**src/rtl/reg_dump_uart_tx.sv**
```systemverilog
// reg_dump_uart_tx: sends a 256-bit register snapshot as 32 UART 8N1 bytes, MSB byte first.
// Define REG_DUMP_CHECKSUM_EN to append an XOR-of-payload checksum frame before DONE.
module reg_dump_uart_tx #(
  parameter int CLKS_PER_BIT = 104,
  parameter int NUM_BYTES = 32
) (
  input  logic                   CLK,
  input  logic                   RST,
  input  logic                   START,
  input  logic [NUM_BYTES*8-1:0] DATA,
  output logic                   BUSY,
  output logic                   DONE,
  output logic                   TXD
);
  localparam int CW = $clog2(CLKS_PER_BIT);
  localparam int BW = $clog2(NUM_BYTES + 1);
  localparam int TOP = NUM_BYTES * 8 - 1;
  localparam logic [CW-1:0] LAST_CNT = CW'(CLKS_PER_BIT - 1);
`ifdef REG_DUMP_CHECKSUM_EN
  localparam logic [BW-1:0] LAST_BYTE = BW'(NUM_BYTES);
`else
  localparam logic [BW-1:0] LAST_BYTE = BW'(NUM_BYTES - 1);
`endif
  typedef enum logic [1:0] {IDLE, START_BIT, DATA_BITS, STOP_BIT} state_t;
  state_t state_q, state_d;
  logic [CW-1:0] cnt_q, cnt_d;
  logic [2:0] bit_q, bit_d;
  logic [BW-1:0] byte_q, byte_d;
  logic [TOP:0] shift_q, shift_d;
  logic [7:0] cur_d;
  logic txd_q, txd_d, done_q, done_d, tick;
  assign tick = cnt_q == LAST_CNT;
`ifdef REG_DUMP_CHECKSUM_EN
  logic [7:0] acc_q, acc_d;
  assign acc_d = state_q == IDLE ? 8'h00 :
                 (state_q == DATA_BITS && tick && bit_q == 3'd7) ? acc_q ^ shift_q[TOP -: 8] : acc_q;
  // the frame after the last payload byte carries the accumulator instead of snapshot data
  assign cur_d = byte_d == LAST_BYTE ? acc_d : shift_d[TOP -: 8];
  always_ff @(posedge CLK) acc_q <= acc_d;
`else
  assign cur_d = shift_d[TOP -: 8];
`endif
  always_comb begin
    state_d = state_q;
    cnt_d = tick ? '0 : cnt_q + 1'b1;
    bit_d = bit_q;
    byte_d = byte_q;
    shift_d = shift_q;
    done_d = 1'b0;
    case (state_q)
      IDLE: begin
        cnt_d = '0;
        if (START) begin
          state_d = START_BIT;
          shift_d = DATA;
          byte_d = '0;
        end
      end
      START_BIT: if (tick) begin
        state_d = DATA_BITS;
        bit_d = '0;
      end
      DATA_BITS: if (tick) begin
        bit_d = bit_q + 1'b1;
        if (bit_q == 3'd7) begin
          state_d = STOP_BIT;
          shift_d = shift_q << 8;
        end
      end
      STOP_BIT: if (tick) begin
        if (byte_q == LAST_BYTE) begin
          state_d = IDLE;
          done_d = 1'b1;
        end else begin
          state_d = START_BIT;
          byte_d = byte_q + 1'b1;
        end
      end
      default: state_d = IDLE;
    endcase
  end
  // line level is precomputed from next state so TXD comes straight from a flop
  assign txd_d = state_d == START_BIT ? 1'b0 : state_d == DATA_BITS ? cur_d[bit_d] : 1'b1;
  always_ff @(posedge CLK) begin
    if (!RST) begin
      state_q <= IDLE;
      cnt_q <= '0;
      bit_q <= '0;
      byte_q <= '0;
      txd_q <= 1'b1;
      done_q <= 1'b0;
    end else begin
      state_q <= state_d;
      cnt_q <= cnt_d;
      bit_q <= bit_d;
      byte_q <= byte_d;
      txd_q <= txd_d;
      done_q <= done_d;
    end
  end
  always_ff @(posedge CLK) shift_q <= shift_d;
  assign BUSY = state_q != IDLE;
  assign DONE = done_q;
  assign TXD = txd_q;
endmodule
```
**config.mk**
```make
export PLATFORM = sky130hd
export DESIGN_NAME = reg_dump_uart_tx
export DESIGN_NICKNAME = d
export VERILOG_FILES = /design/src/rtl/reg_dump_uart_tx.sv
export SDC_FILE = /design/constraint.sdc
export NUM_CORES = 1
export LEC_CHECK = 0
export ABC_AREA = 1
export CORE_MARGIN = 2
export CORE_UTILIZATION = 30
export DETAILED_ROUTE_END_ITERATION = 7
export RECOVER_POWER = 50
export SLEW_MARGIN = 10
export SYNTH_ARGS = -nofsm -noshare
export SYNTH_HDL_FRONTEND = slang
export SYNTH_SLANG_ARGS = --single-unit
export TNS_END_PERCENT = 50
```
**constraint.sdc**
```tcl
create_clock -name CLK -period 16.05 [get_ports CLK]
set_input_delay 2.4075 -clock CLK [delete_from_list [all_inputs] [get_ports CLK]]
set_output_delay 2.4075 -clock CLK [all_outputs]
set_load 0.05 [all_outputs]
```
# Word level (Yosys, flattened, before mapping)

Index checks and enable logic that the tools add are counted.

Shift-type cells: 0
Bitwise gates (word level): 1
Equality and inequality tests: 13
Add/sub/neg operators: 3
Muxes and demuxes: 23
Multipliers: 0
Reduce and logical (&&, ||, !) cells: 8
Divide/modulo/power cells: 0
$lt $le $gt $ge: 1

Operators with widths:

| cell                                                                   | number |
|---|---|
| 256-bit 2-to-1 mux                                                     | 3 |
| 256-bit one-hot mux with 2 select lines                                | 1 |
| 6-bit 2-to-1 mux                                                       | 3 |
| 6-bit one-hot mux with 2 select lines                                  | 1 |
| 2-bit 2-to-1 mux                                                       | 5 |
| 2-bit inequality test (second input constant)                          | 5 |
| 2-bit one-hot mux with 4 select lines                                  | 1 |
| 4-bit AND reduction                                                    | 2 |
| 7-bit by 1-bit adder with 7-bit output (second input constant)         | 1 |
| 7-bit equality test (second input constant)                            | 1 |
| 6-bit by 1-bit adder with 6-bit output (second input constant)         | 1 |
| 2-bit equality test (second input constant)                            | 3 |
| 6-bit by 5-bit equality test with 1-bit output (second input constant) | 1 |
| 3-bit 2-to-1 mux                                                       | 2 |
| 3-bit one-hot mux with 2 select lines                                  | 1 |
| 2-bit nonzero test                                                     | 3 |
| 1-bit 2-to-1 mux                                                       | 5 |
| 2-bit by 1-bit equality test with 1-bit output (second input constant) | 2 |
| 3-bit by 4-bit < comparator with 1-bit output (second input constant)  | 1 |
| 3-bit by 1-bit adder with 3-bit output (second input constant)         | 1 |
| 1-bit binary-select mux with 3-bit select                              | 1 |
| 3-bit equality test (second input constant)                            | 1 |
| 3-bit AND reduction                                                    | 1 |
| 3-bit OR reduction                                                     | 1 |
| 2 further kinds                                                        | 2 |

Register bits: 276
Logic and storage cells: 57
Memories kept: 0
Bits in writable memories: 0
Memory bits (read-only): 0
Output and inout bits: 3
Latch bits: 0
Bits of input ports: 259

# Depth between registers and ports, before layout

Gate-level depths: netlist of the first run.

Word-level depth: 8
Mapped depth: 17
Gate-level depth less buffers: 16

# Worst setup path before layout of the first run

No wires, ideal clock.

Kind: input to register
Start: input port START
End: register shift_q[0] (enable)
Data required time: 15110 ps
Library setup time: 940 ps
Path buffers: 0
Slack: 479 ps
Stages: 4
Arrival time: 14631 ps
Path through: inv_1 -> nand2_1 -> o21ai_1 -> a21oi_1

Cells in the longest elaborated chain, start to end: 2

RTL lines:

| element                                | line | source |
|---|---|---|
| start: declaration                     | 9    | `input logic START,` |
| 2-bit inequality test (no source line) | --   |  |
| 4-bit AND reduction (no source line)   | --   |  |
| end signal: assignment                 | 101  | `always_ff @(posedge CLK) shift_q <= shift_d;` |
| end: declaration                       | 29   | `logic [TOP:0] shift_q, shift_d;` |

Every way passes these cells.
A chain may end at the register's enable or synchronous reset.

==> flow_summary.json, run 1 <==
{
  "grt_pass1_vias": 9161,
  "synth_cell_types": 35,
  "routed-via-count": 9143,
  "hold_viol_final": 0,
  "start_util_pct": 30.4,
  "die-area_sq_um": 43000,
  "critPathSlowestCell": "clkinvlp_2",
  "p_total_w": 0.00188,
  "syn_area_sq_um": 12400,
  "reg2reg_slack_ns": 8.12,
  "areaGrowthSynthToFinish_pct": 32.8,
  "vias_per_cell": 4.39,
  "startpoint_type": "primary input",
  "ir_worst_vdd_v": 0.0000772,
  "wl_met2_um": 14800,
  "failed_checks": "capacitance limit, slew limit",
  "drive_gt1_share_pct": 3.61,
  "post_layout_nonfiller_instances": 2085,
  "route.met3.wl_um": 2750,
  "yosys_warnings": 0,
  "postCtsSetupRepairBufs": 0,
  "fin_util_pct": 40.4,
  "die_w_um": 207,
  "io_buffers": 261,
  "final_cell_mix": "326 x nand2_1, 272 x inv_1, 257 x clkdlybuf4s50_1",
  "grt_start_max_net_pins": 189,
  "htreeDepth": 1,
  "cts_root_buf": "clkbuf_16",
  "cts_max_path_buffers": 3,
  "reg2reg_depth": 6,
  "regToRegStartpoint": "state_q[0]$_SDFF_PN0_",
  "hp-class": "flip-flop to flip-flop",
  "grt_pass1_wl_um": 49600,
  "powerDensity_nw_per_um2": 114,
  "wl_met1_um": 14200,
  "clock-sinks": 276,
  "layout.nets": 1796,
  "fmax_mhz": 105,
  "rsz0062_at_grt": "false",
  "clk_pin_slew_ns": 0.06,
  "yosysSeqAreaShare_pct": 64.5,
  "post_synth.cell_area_avg_sq_um": 9.65,
  "worst_pin_slew_ns": 5.25,
  "drt_pass1_iterations": 5,
  "cts-buffers-inserted": 31,
  "path_max_fanout": 150,
  "maxSlewHeadroom_pct": -250,
  "clock-skew-final_ns": 0.0182,
  "whs_path_depth": 1,
  "syn-num-nets": 1555,
  "gr-total-overflow": 0,
  "critPathBufInv": 3,
  "die_height_um": 207,
  "core_sq_um": 40800,
  "tns_ns": 0,
  "setup-violations-final": 0,
  "dp_cells": 2026,
  "min_to": "cnt_q[0]$_SDFF_PP0_",
  "clock_latency_ns": 0.57,
  "hold_ws_ns": 0.449,
  "grt_usage_pct": 14.5,
  "cp_slowest_stage_delay_ns": 4.00,
  "fin_crit_sh_pct": 59.3,
  "routed_wl_um": 32500,
  "cp_top_family": "buffers and inverters",
  "cts_tree": "built",
  "arrival_ns": 9.84,
  "hpwl_um": 21800,
  "ctsHoldBuffers": 0,
  "place_congestion": 0.804,
  "final_common_cell": "nand2_1",
  "cp.required_ns": 16.37,
  "min_period_ns": 9.52,
  "io_pins": 262,
  "fp-row-count": 74,
  "drt-initial-drc-count": 714,
  "drc": 0,
  "cts_resized": 0,
  "leakagePower_nw": 6.64,
  "worstSetupPathType": "primary input to flip-flop",
  "outcome": "finished, violations left",
  "maxCapViolations": 1,
  "wire_per_inst_um": 15.6,
  "ys_ff_latch": 276,
  "cp_cell_sequence": "dlygate4sd3_1, nand2_1, clkinvlp_2, buf_4, a32o_1",
  "slew_violations": 151,
  "ant_nets": 0,
  "top_layer_used": "met5",
  "syn_inst": 1286,
  "r2r-end": "shift_q[119]$_DFFE_PP_",
  "antenna_found_initial": 7,
  "hold_start": "cnt_q[0]$_SDFF_PP0_",
  "endpoint_kind": "flip-flop"
}
-- through the flow --
| stage | cell area, sq um | setup slack, ns |
|---|---|---|
| floorplan | 12400 | 0.479 |
| global placement | 15500 | 10.49 |
| detailed placement | 15500 | 10.44 |
| CTS | 16500 | 11.04 |
| global route | 16500 | 5.74 |
| finish | 16500 | 6.53 |
-- final cells by class --
| class | instances | area, sq um |
|---|---|---|
| well taps | 532 | 666 |
| clock inverters | 15 | 145 |
| clock buffers | 42 | 827 |
| flip-flops and latches | 276 | 8010 |
| diodes | 2 | 5.00 |
| fillers | 4040 | 24300 |
| repair buffers | 266 | 2660 |
| multi-input cells | 676 | 3140 |
| inverters | 276 | 1040 |
-- worst max-delay path by stage --
stage | startpoint | end | slack, ns | cells after the start
3_5_place_dp | START | shift_q[85]$_DFFE_PP_ | 10.44 | 7
4_1_cts | START | shift_q[80]$_DFFE_PP_ | 11.04 | 7
3_3_place_gp | START | shift_q[86]$_DFFE_PP_ | 10.49 | 7
2_1_floorplan | START | shift_q[0]$_DFFE_PP_ | 0.48 | 4
5_1_grt | START | shift_q[235]$_DFFE_PP_ | 5.74 | 6
6_report | START | shift_q[119]$_DFFE_PP_ | 6.53 | 5
-- power by group --
part | switching, W | leakage, nW | internal, W
sequential | 0.0000318 | 2.75 | 0.000913
clock | 0.000283 | 0.475 | 0.000406
combinational | 0.000140 | 3.42 | 0.000108
total | 0.000455 | 6.64 | 0.00143
-- synth_stat cells --
cell | n | share of area, %
a31oi_1 | 1 | 0.050
o21ai_0 | 235 | 9.5
buf_6 | 1 | 0.091
buf_1 | 8 | 0.24
a21oi_1 | 4 | 0.16
a21oi_2 | 1 | 0.071
inv_2 | 3 | 0.091
nor4_1 | 2 | 0.10
nand3b_1 | 1 | 0.061
buf_4 | 2 | 0.12
mux2i_1 | 1 | 0.081
a211oi_1 | 2 | 0.12
inv_1 | 273 | 8.3
o21ai_1 | 16 | 0.65
nor2_4 | 1 | 0.091
nor3_1 | 4 | 0.16
nand3_1 | 24 | 0.97
nand3_2 | 2 | 0.16
nand3b_4 | 1 | 0.16
nand2_1 | 326 | 9.9
nand4_1 | 1 | 0.050
o211ai_1 | 1 | 0.061
edfxtp_1 | 248 | 60
buf_2 | 6 | 0.24
dfxtp_1 | 28 | 4.5
nor3b_2 | 1 | 0.10
o22ai_1 | 1 | 0.050
nor3b_1 | 2 | 0.12
a22oi_1 | 8 | 0.48
o211a_1 | 1 | 0.081
ha_1 | 10 | 1.0
a32o_1 | 1 | 0.081
nor3_2 | 2 | 0.16
nor2_1 | 27 | 0.82
clkbuf_1 | 41 | 1.2
-- flip-flops by register name, summed over array words and instances (netlist names) --
name     cells
bit_q        3
DONE         1
state_q      2
cnt_q        7
TXD          1
byte_q       6
shift_q    256
-- worst register-to-register path, cell delays in order, from the launching register on --
cell	delay, ns
dfxtp_1	0.41
inv_1	0.09
ha_1	0.27
nand2_1	0.44
clkinvlp_2	4.00
buf_4	2.06
a32o_1	0.40
-- routing by layer --
| metal | up-vias | track usage (%) |
|---|---|---|
| met5 | - | 0 |
| met1 | 4161 | 18.6 |
| met3 | 43 | 4.75 |
| li1 | 4639 | - |
| met2 | 296 | 23.7 |
| met4 | 4 | 3.45 |
-- cell families after synthesis --
| group | share of synthesized area, % |
|---|---|
| DFF | 64.5 |
| AOI/OAI and AO/OA | 11.3 |
| adders and majority gates | 1.01 |
| muxes | 0.0807 |
| buffers and inverters | 10.3 |
| and+or+nand+nor | 12.8 |
No activity file was read; power rests on OpenSTA's default activity.
==> run 2: changes to the inputs <==
- clock period: 16.05 -> 8 ns (I/O delays scaled with it)
==> run 2 against run 1 <==
The flow still finishes with violations (capacitance limit, slew limit). Die area unchanged. Combinational power up 91%. Sequential power up 100%. Critical endpoint is now shift_q[138]$_DFFE_PP_. Global-route usage up 0.17 points. Register-to-register slack worse by 5.4 ns. Cell count up 0.24%. Count of clock-buffer cells in the layout up 1. Utilization up 0.12 points. First-iteration DRC count down 15%. Clock skew down 0.0019 ns. Largest cell class unchanged. Wire length down 1.2%. Critical path type is now flip-flop to flip-flop. Worst setup slack worse by 3.8 ns.
==> flow_summary.json, run 2 (synthesized netlist as in run 1, its figures left out) <==
{
  "outcome": "finished, violations left",
  "failed_checks": "capacitance limit, slew limit",
  "leakagePower_nw": 6.69,
  "top_register": "shift_q",
  "io_pins": 262,
  "final_common_cell": "nand2_1",
  "start_util_pct": 30.4,
  "timing.final.ws_setup_ns": 2.72,
  "path_max_fanout": 103,
  "wire_per_inst_um": 15.3,
  "antenna_found_initial": 4,
  "hp-class": "flip-flop to flip-flop",
  "hold_viol_final": 0,
  "grt_start_max_net_pins": 147,
  "die_w_um": 207,
  "hpwl_um": 21400,
  "clock-sinks": 276,
  "fmax_mhz": 189,
  "reg.largest.list": "shift_q: 256 flops, cnt_q: 7 flops, byte_q: 6 flops",
  "endpoint_kind": "flip-flop",
  "place_ws_ns": 3.65,
  "arrival_ns": 5.56,
  "grt_usage_pct": 14.7,
  "cts_root_buf": "clkbuf_16",
  "powerDensity_nw_per_um2": 233,
  "worst_pin_slew_ns": 3.55,
  "drt-initial-drc-count": 604,
  "io_buffers": 261,
  "final_cell_mix": "326 x nand2_1, 272 x inv_1, 257 x clkdlybuf4s50_1",
  "largest_reg_flops": 256,
  "drive_gt1_share_pct": 4.11,
  "tns_ns": 0,
  "die_height_um": 207,
  "min_period_ns": 5.28,
  "gr-total-overflow": 0,
  "rsz0062_at_grt": "false",
  "htreeDepth": 2,
  "maxSlewHeadroom_pct": -137,
  "clock-skew-final_ns": 0.0163,
  "drt_pass1_iterations": 7,
  "drc": 0,
  "cts_resized": 0,
  "routed_wl_um": 32100,
  "ir_worst_vdd_v": 0.000132,
  "areaGrowthSynthToFinish_pct": 33.2,
  "grt_pass1_vias": 9260,
  "core_sq_um": 40800,
  "worstSetupPathType": "flip-flop to flip-flop",
  "slew_violations": 330,
  "ctsHoldBuffers": 0,
  "setup-violations-final": 0,
  "grt_pass1_wl_um": 50200,
  "ant_nets": 0,
  "cts_tree": "built",
  "cp.required_ns": 8.28,
  "clk_pin_slew_ns": 0.06,
  "cts-buffers-inserted": 34,
  "fin_crit_sh_pct": 66.0,
  "place_congestion": 0.844,
  "die-area_sq_um": 43000,
  "layout.nets": 1800,
  "startpoint_type": "flip-flop",
  "clock_latency_ns": 0.51,
  "postCtsSetupRepairBufs": 0,
  "hold_ws_ns": 0.457,
  "fp-row-count": 74,
  "routed-via-count": 9237,
  "vias_per_cell": 4.42,
  "maxCapViolations": 4,
  "cts_max_path_buffers": 3
}
-- run 2: metal layers --
metal  track usage, %  routed length (um)  vias to the layer above
li1                 -                   -                     4646
met1             19.2               13900                     4235
met2             23.4               14600                      294
met3             4.74                2780                       58
met4             4.06                 747                        4
met5                0                  26                        -
-- run 2: area by class of cell --
cell class / instances / area (sq um)
Fill cell: 4084 / 24300
Sequential cell: 276 / 8010
Multi-Input combinational cell: 676 / 3100
Timing Repair Buffer: 267 / 2650
Inverter: 276 / 1040
Clock buffer: 43 / 948
Tap cell: 532 / 666
Clock inverter: 19 / 123
Antenna cell: 1 / 2.50
-- run 2: metrics by stage --
step                instances  area (sq um)  util [%]  power [W]
floorplan                1286         12400         -    0.00218
global placement         2027         15500      38.0    0.00241
detailed placement       2027         15500      38.0    0.00241
CTS                      2089         16600      40.7    0.00391
global route             2089         16500      40.5    0.00404
finish                   2090         16500      40.5    0.00385
-- run 2: final timing paths --
check	to	from	slack, ns	cells past startpoint
worst max-delay path	shift_q[138]$_DFFE_PP_	cnt_q[0]$_SDFF_PP0_	2.72	6
worst min-delay path	cnt_q[0]$_SDFF_PP0_	cnt_q[0]$_SDFF_PP0_	0.46	1
worst max register to register	shift_q[138]$_DFFE_PP_	cnt_q[0]$_SDFF_PP0_	2.72	6
worst min register to register	cnt_q[0]$_SDFF_PP0_	cnt_q[0]$_SDFF_PP0_	0.46	1
-- run 2: power breakdown --
group	switching (W)	leakage [nW]	total, W	internal [W]
Sequential	0.0000613	2.75	0.00190	0.00184
Clock	0.000599	0.529	0.00147	0.000873
Combinational	0.000280	3.42	0.000474	0.000194
Total	0.000939	6.69	0.00385	0.00291
-- run 2: critical path, stage by stage, from the launching register on --
cell,delay (ns)
dfxtp_1,0.35
ha_1,0.20
nand3_1,0.09
nor2_1,0.92
nand3_1,1.56
clkbuf_2,1.24
o21ai_0,0.59
